**config.mk**
```make
export PLATFORM = sky130hd
export DESIGN_NAME = vga_timing_generator
export DESIGN_NICKNAME = d
export VERILOG_FILES = /design/src/rtl/vga_timing_generator.sv
export SDC_FILE = /design/constraint.sdc
export NUM_CORES = 1
export LEC_CHECK = 0
export ABC_AREA = 1
export BUFFER_PORTS_ARGS = -buffer_cell sky130_fd_sc_hd__buf_2
export CAP_MARGIN = 20
export CORE_MARGIN = 5
export CORE_UTILIZATION = 56
export DETAILED_ROUTE_END_ITERATION = 10
export PLACE_DENSITY = 0.79
export SYNTH_ARGS = -nofsm -noshare
export SYNTH_HDL_FRONTEND = slang
export SYNTH_SLANG_ARGS = --single-unit
```
**constraint.sdc**
```tcl
create_clock -name control_clock -period 2.07 [get_ports control_clock]
set_clock_uncertainty 0.05 [all_clocks]
set_input_delay 0.1035 -clock control_clock [delete_from_list [all_inputs] [get_ports control_clock]]
set_output_delay 0.1035 -clock control_clock [all_outputs]
set_load 0.005 [all_outputs]
```
**src/rtl/vga_timing_generator.sv**
```systemverilog
// -----------------------------------------------------------------------------
// vga_timing_generator
//
// Parametrised horizontal/vertical raster timing for a pixel-clock domain.
// Produces sync pulses of programmable polarity, display enable, raw pixel
// coordinates and one-cycle line/frame start strobes.
//
// Every output is a register. The decode for the sync/enable/strobe registers
// is taken from the next-state counter values, so in any cycle h_sync, v_sync
// and display_enable describe exactly the pixel_x/pixel_y shown in that cycle.
//
// Optional build macro:
//   VGA_TIMING_FRAME_CNT_EN - adds a 16-bit wrapping frame_count output that
//                             increments on every frame_start cycle.
// -----------------------------------------------------------------------------
module vga_timing_generator #(
    parameter int H_ACTIVE     = 640,
    parameter int H_FP         = 16,
    parameter int H_SYNC       = 96,
    parameter int H_BP         = 48,
    parameter int V_ACTIVE     = 480,
    parameter int V_FP         = 10,
    parameter int V_SYNC       = 2,
    parameter int V_BP         = 33,
    parameter int H_POL        = 0,
    parameter int V_POL        = 0,
    parameter int COUNTER_SIZE = 11
) (
    input  logic                    control_clock,
    input  logic                    reset_n,
    input  logic                    enable,
    output logic                    h_sync,
    output logic                    v_sync,
    output logic                    display_enable,
    output logic [COUNTER_SIZE-1:0] pixel_x,
    output logic [COUNTER_SIZE-1:0] pixel_y,
    output logic                    line_start,
    output logic                    frame_start
`ifdef VGA_TIMING_FRAME_CNT_EN
    ,
    output logic [15:0]             frame_count
`endif
);

    // -------------------------------------------------------------------------
    // Derived timing constants
    // -------------------------------------------------------------------------
    localparam int H_TOTAL = H_ACTIVE + H_FP + H_SYNC + H_BP;
    localparam int V_TOTAL = V_ACTIVE + V_FP + V_SYNC + V_BP;

    localparam logic [COUNTER_SIZE-1:0] CNT_ZERO     = COUNTER_SIZE'(0);
    localparam logic [COUNTER_SIZE-1:0] CNT_ONE      = COUNTER_SIZE'(1);

    localparam logic [COUNTER_SIZE-1:0] H_LAST       = COUNTER_SIZE'(H_TOTAL - 1);
    localparam logic [COUNTER_SIZE-1:0] H_ACT_END    = COUNTER_SIZE'(H_ACTIVE);
    localparam logic [COUNTER_SIZE-1:0] H_SYNC_FIRST = COUNTER_SIZE'(H_ACTIVE + H_FP);
    localparam logic [COUNTER_SIZE-1:0] H_SYNC_LAST  = COUNTER_SIZE'(H_ACTIVE + H_FP + H_SYNC - 1);

    localparam logic [COUNTER_SIZE-1:0] V_LAST       = COUNTER_SIZE'(V_TOTAL - 1);
    localparam logic [COUNTER_SIZE-1:0] V_ACT_END    = COUNTER_SIZE'(V_ACTIVE);
    localparam logic [COUNTER_SIZE-1:0] V_SYNC_FIRST = COUNTER_SIZE'(V_ACTIVE + V_FP);
    localparam logic [COUNTER_SIZE-1:0] V_SYNC_LAST  = COUNTER_SIZE'(V_ACTIVE + V_FP + V_SYNC - 1);

    // Asserted and idle levels of the two sync outputs
    localparam logic H_ON  = (H_POL != 0) ? 1'b1 : 1'b0;
    localparam logic H_OFF = (H_POL != 0) ? 1'b0 : 1'b1;
    localparam logic V_ON  = (V_POL != 0) ? 1'b1 : 1'b0;
    localparam logic V_OFF = (V_POL != 0) ? 1'b0 : 1'b1;

    // -------------------------------------------------------------------------
    // Elaboration-time parameter legality
    // -------------------------------------------------------------------------
    if ((COUNTER_SIZE < 1) || (COUNTER_SIZE > 30)) begin : g_bad_counter_size
        $error("vga_timing_generator: COUNTER_SIZE must be within 1..30");
    end

    if ((H_ACTIVE <= 0) || (H_FP <= 0) || (H_SYNC <= 0) || (H_BP <= 0)) begin : g_bad_h_params
        $error("vga_timing_generator: horizontal active/porch/sync widths must be non-zero");
    end

    if ((V_ACTIVE <= 0) || (V_FP <= 0) || (V_SYNC <= 0) || (V_BP <= 0)) begin : g_bad_v_params
        $error("vga_timing_generator: vertical active/porch/sync widths must be non-zero");
    end

    if ((H_TOTAL - 1) >= (1 << COUNTER_SIZE)) begin : g_h_overflow
        $error("vga_timing_generator: H_TOTAL-1 does not fit in COUNTER_SIZE bits");
    end

    if ((V_TOTAL - 1) >= (1 << COUNTER_SIZE)) begin : g_v_overflow
        $error("vga_timing_generator: V_TOTAL-1 does not fit in COUNTER_SIZE bits");
    end

    // -------------------------------------------------------------------------
    // Decode helpers
    // -------------------------------------------------------------------------
    // Inclusive window test on an unsigned position
    function automatic logic in_window(
        input logic [COUNTER_SIZE-1:0] pos,
        input logic [COUNTER_SIZE-1:0] first,
        input logic [COUNTER_SIZE-1:0] last
    );
        in_window = (pos >= first) && (pos <= last);
    endfunction

    // Wrapping increment of a position counter
    function automatic logic [COUNTER_SIZE-1:0] wrap_inc(
        input logic [COUNTER_SIZE-1:0] pos,
        input logic [COUNTER_SIZE-1:0] last
    );
        if (pos == last) begin
            wrap_inc = CNT_ZERO;
        end else begin
            wrap_inc = pos + CNT_ONE;
        end
    endfunction

    // -------------------------------------------------------------------------
    // State
    // -------------------------------------------------------------------------
    logic [COUNTER_SIZE-1:0] h_count_r;
    logic [COUNTER_SIZE-1:0] v_count_r;
    logic                    h_sync_r;
    logic                    v_sync_r;
    logic                    display_enable_r;
    logic                    line_start_r;
    logic                    frame_start_r;

    logic [COUNTER_SIZE-1:0] h_next_s;
    logic [COUNTER_SIZE-1:0] v_next_s;
    logic                    h_wrap_s;
    logic                    h_sync_next_s;
    logic                    v_sync_next_s;
    logic                    display_enable_next_s;
    logic                    line_start_next_s;
    logic                    frame_start_next_s;

    // Next raster position: hold when not enabled, v steps only on the h wrap
    always_comb begin
        h_next_s = h_count_r;
        v_next_s = v_count_r;
        h_wrap_s = (h_count_r == H_LAST);
        if (enable) begin
            h_next_s = wrap_inc(h_count_r, H_LAST);
            if (h_wrap_s) begin
                v_next_s = wrap_inc(v_count_r, V_LAST);
            end else begin
                v_next_s = v_count_r;
            end
        end else begin
            h_next_s = h_count_r;
            v_next_s = v_count_r;
        end
    end

    // Region and strobe decode of the position that becomes visible next cycle
    always_comb begin
        h_sync_next_s         = H_OFF;
        v_sync_next_s         = V_OFF;
        display_enable_next_s = 1'b0;
        line_start_next_s     = 1'b0;
        frame_start_next_s    = 1'b0;

        if (in_window(h_next_s, H_SYNC_FIRST, H_SYNC_LAST)) begin
            h_sync_next_s = H_ON;
        end else begin
            h_sync_next_s = H_OFF;
        end

        if (in_window(v_next_s, V_SYNC_FIRST, V_SYNC_LAST)) begin
            v_sync_next_s = V_ON;
        end else begin
            v_sync_next_s = V_OFF;
        end

        display_enable_next_s = (h_next_s < H_ACT_END) && (v_next_s < V_ACT_END);

        // Strobes fire only on an enabled cycle that actually enters column 0,
        // so a stalled pixel at column 0 never stretches them.
        if (enable && h_wrap_s) begin
            line_start_next_s  = 1'b1;
            frame_start_next_s = (v_next_s == CNT_ZERO);
        end else begin
            line_start_next_s  = 1'b0;
            frame_start_next_s = 1'b0;
        end
    end

    // Position counters; reset parks on the last back-porch pixel of the frame
    always_ff @(posedge control_clock or negedge reset_n) begin
        if (!reset_n) begin
            h_count_r <= H_LAST;
            v_count_r <= V_LAST;
        end else begin
            h_count_r <= h_next_s;
            v_count_r <= v_next_s;
        end
    end

    // Registered sync, enable and strobe outputs aligned with the counters
    always_ff @(posedge control_clock or negedge reset_n) begin
        if (!reset_n) begin
            h_sync_r         <= H_OFF;
            v_sync_r         <= V_OFF;
            display_enable_r <= 1'b0;
            line_start_r     <= 1'b0;
            frame_start_r    <= 1'b0;
        end else begin
            h_sync_r         <= h_sync_next_s;
            v_sync_r         <= v_sync_next_s;
            display_enable_r <= display_enable_next_s;
            line_start_r     <= line_start_next_s;
            frame_start_r    <= frame_start_next_s;
        end
    end

    assign h_sync         = h_sync_r;
    assign v_sync         = v_sync_r;
    assign display_enable = display_enable_r;
    assign pixel_x        = h_count_r;
    assign pixel_y        = v_count_r;
    assign line_start     = line_start_r;
    assign frame_start    = frame_start_r;

`ifdef VGA_TIMING_FRAME_CNT_EN
    // -------------------------------------------------------------------------
    // Frame counter: steps in the same cycle frame_start asserts
    // -------------------------------------------------------------------------
    logic [15:0] frame_count_r;
    logic [15:0] frame_count_next_s;

    // Increment on the frame boundary, natural 16-bit wrap
    always_comb begin
        frame_count_next_s = frame_count_r;
        if (frame_start_next_s) begin
            frame_count_next_s = frame_count_r + 16'd1;
        end else begin
            frame_count_next_s = frame_count_r;
        end
    end

    // Frame counter register
    always_ff @(posedge control_clock or negedge reset_n) begin
        if (!reset_n) begin
            frame_count_r <= 16'd0;
        end else begin
            frame_count_r <= frame_count_next_s;
        end
    end

    assign frame_count = frame_count_r;
`endif

endmodule

```
==> impl_metrics.json <==
{
  "p_leak_nw": 1.12,
  "ios": 30,
  "yosys_warnings": 0,
  "synth_fp_nets": 245,
  "first_pass_iters": 4,
  "cts_num_sinks": 27,
  "crit_arrival_ns": 2.20,
  "fin_tns_setup_ns": 0,
  "clkLatencyLatePin_ns": 0.32,
  "timing.rr.start": "pixel_x[1]$_DFF_PN1_",
  "finalCriticalPeriod_ns": 1.99,
  "synth-seq-area-share": 0.372,
  "coreArea_um2": 3100,
  "first_iter_violations": 68,
  "diodes": 0,
  "die_x_um": 67.5,
  "stdcell_area_um2": 2170,
  "htree_levels": 1,
  "max-cap-violations": 0,
  "seq_power_share": 0.515,
  "grt_pass1_wl_mm": 6.49,
  "n_fill_cell": 281,
  "via_count": 1672,
  "worst_slew_pin_slew_ns": 0.556,
  "wl_per_cell_um": 12.6,
  "routabilityCongestion": 0.878,
  "port_buffers": 29,
  "cp.required_ns": 2.28,
  "grt_overflow_total": 0,
  "synth_top_area_frac": 0.202,
  "clkTransAtPathRegs_ns": 0.13,
  "drv_slew": 0,
  "hold_viol": 0,
  "internal_power_mw": 0.959,
  "synth_cell_types": 29,
  "fin_util": 0.701,
  "setup_viol": 0,
  "grt_pass1_vias": 1427,
  "max_freq_mhz": 504,
  "cts-root-buf": "clkbuf_4",
  "grtUsageTotal": 0.189,
  "outcome": "completed",
  "place_area_um2": 2040,
  "grt_max_degree": 28,
  "syn_avg_cell_area_um2": 7.76,
  "setup.worst_path.start": "pixel_x[1]$_DFF_PN1_",
  "clk_path_buf_depth": 2,
  "swShare": 0.388,
  "vdd_drop_max_uv": 644,
  "final_common_cell": "nand2_1",
  "drtAntennaViolNets": 0,
  "cts-buffers-inserted": 3,
  "yosys-top-cells-area": "dfrtp_1 (20%), dfstp_2 (17%), nand2_1 (9.9%), inv_1 (7.1%), nand3_1 (5.4%)",
  "layout_common_cells": "nand2_1 (47), inv_1 (34), buf_2 (29), nor2_1 (21), nand3_1 (19)",
  "synth.largest_area_cell": "dfrtp_1",
  "die_area_um2": 4560,
  "worst_setup_path_end_kind": "register",
  "period_share": 0.959,
  "rsz0062_at_grt": "true",
  "switchingPower_mw": 0.609,
  "hp-class": "primary input to register",
  "fin_nets": 288,
  "p_per_area_nw_per_um2": 721,
  "start_util": 0.598,
  "hpwl_mm": 3.05,
  "p_clk_frac": 0.138,
  "rows": 20,
  "wl_mm": 4.08,
  "cts_tree": "built",
  "worstHoldStart": "enable",
  "layout-drive-gt1-share": 0.391,
  "syn2layout_area_growth_pct": 17.3,
  "synth.cell_area_um2": 1850,
  "vias_per_cell": 5.14,
  "relSlewSlack": 0.629,
  "die_y_um": 67.5,
  "cp_max_fo": 5,
  "critPathLaunchType": "register",
  "synthCells": 239,
  "synth_seq_cells": 27,
  "route.detailed.drc": 0,
  "combPwrFrac": 0.347,
  "grt_antenna_before_repair": 0,
  "path_class": "register to register"
}
## path summary, 6_finish.rpt
check | end | slack (ns) | cells past startpoint
min in group asynchronous | line_start$_DFF_PN0_ | 0.24 | 2
max reg2reg | frame_start$_DFF_PN0_ | 0.08 | 12
min | pixel_y[6]$_DFF_PN0_ | 0.17 | 2
max | frame_start$_DFF_PN0_ | 0.08 | 12
min reg2reg | pixel_x[1]$_DFF_PN1_ | 0.47 | 2
max in group asynchronous | pixel_y[0]$_DFF_PN0_ | 1.34 | 2
## critical path, cell delays in order (launching register included)
cell and delay (ns):
dfstp_2 0.59, ha_4 0.15, nand3_4 0.11, inv_4 0.09, nand3_4 0.13, nor2_4 0.16
buf_4 0.13, nand3_2 0.05, nand2_2 0.10, inv_2 0.06, nor3_2 0.12, nand3_1 0.09
nor2_1 0.09
## kinds of logic after synthesis
group / count (synthesis) / share of synthesized area
compound gates: 14 / 0.0513
xor+xnor: 6 / 0.0283
fa+ha+maj: 3 / 0.0202
buf+inv: 48 / 0.109
flops: 27 / 0.372
simple gates: 141 / 0.419
## synthesized netlist by cell type (all sizes together)
cell,number
a21oi,1
a31o,1
buf,2
clkbuf,1
dfrtp,15
dfstp,12
ha,3
inv,45
nand2,61
nand3,28
nand3b,1
nand4,10
nor2,31
nor3,10
o21ai,11
o21bai,1
xnor2,1
xor2,5
## power groups by stage
stage	clock, mW	sequential, mW	combinational [mW]
floorplan	0	0.787	0.371
global placement	0	0.807	0.513
detailed placement	0	0.810	0.521
CTS	0.232	0.800	0.528
global route	0.251	0.825	0.607
finish	0.217	0.807	0.543
## routing by layer
layer / vias to the layer above / track usage / share of wire
met4: 0 / 0.0456 / 0.010
li1: 839 / - / -
met5: - / 0 / 0
met1: 788 / 0.270 / 0.46
met3: 4 / 0.0349 / 0.055
met2: 41 / 0.293 / 0.47
## state kept, by name (all words and copies together) (netlist names)
signal          flops
v_sync              1
display_enable      1
pixel_y            11
line_start          1
frame_start         1
pixel_x            11
h_sync              1
## area by class of cell
| class | count | area [um2] | area share |
|---|---|---|---|
| multi-input combinational | 164 | 992 | 0.456 |
| sequential | 27 | 692 | 0.318 |
| timing repair buffer | 41 | 238 | 0.109 |
| inverter | 45 | 171 | 0.0788 |
| tap | 44 | 55.1 | 0.0253 |
| clock buffer | 4 | 26.3 | 0.0121 |
## metrics by stage
step	cells	power (mW)	hold slack, ns	setup slack [ns]
6_report	325	1.57	0.165	0.0846
5_1_grt	325	1.68	0.174	-0.0484
4_1_cts	317	1.56	0.144	0.000947
3_5_place_dp	311	1.33	0.0794	0.0165
3_3_place_gp	311	1.32	0.0801	0.0567
2_1_floorplan	239	1.16	-0.242	0.183
## repair_timing
item                                   CTS  global route
setup endpoints to repair                1             3
endpoints found under the hold margin   15             0
setup buffers                            1             8
hold buffers                             1             0
resized for setup                        1             9
pin swaps                                2             8
Note: power is estimated with default switching activity, not from simulation.
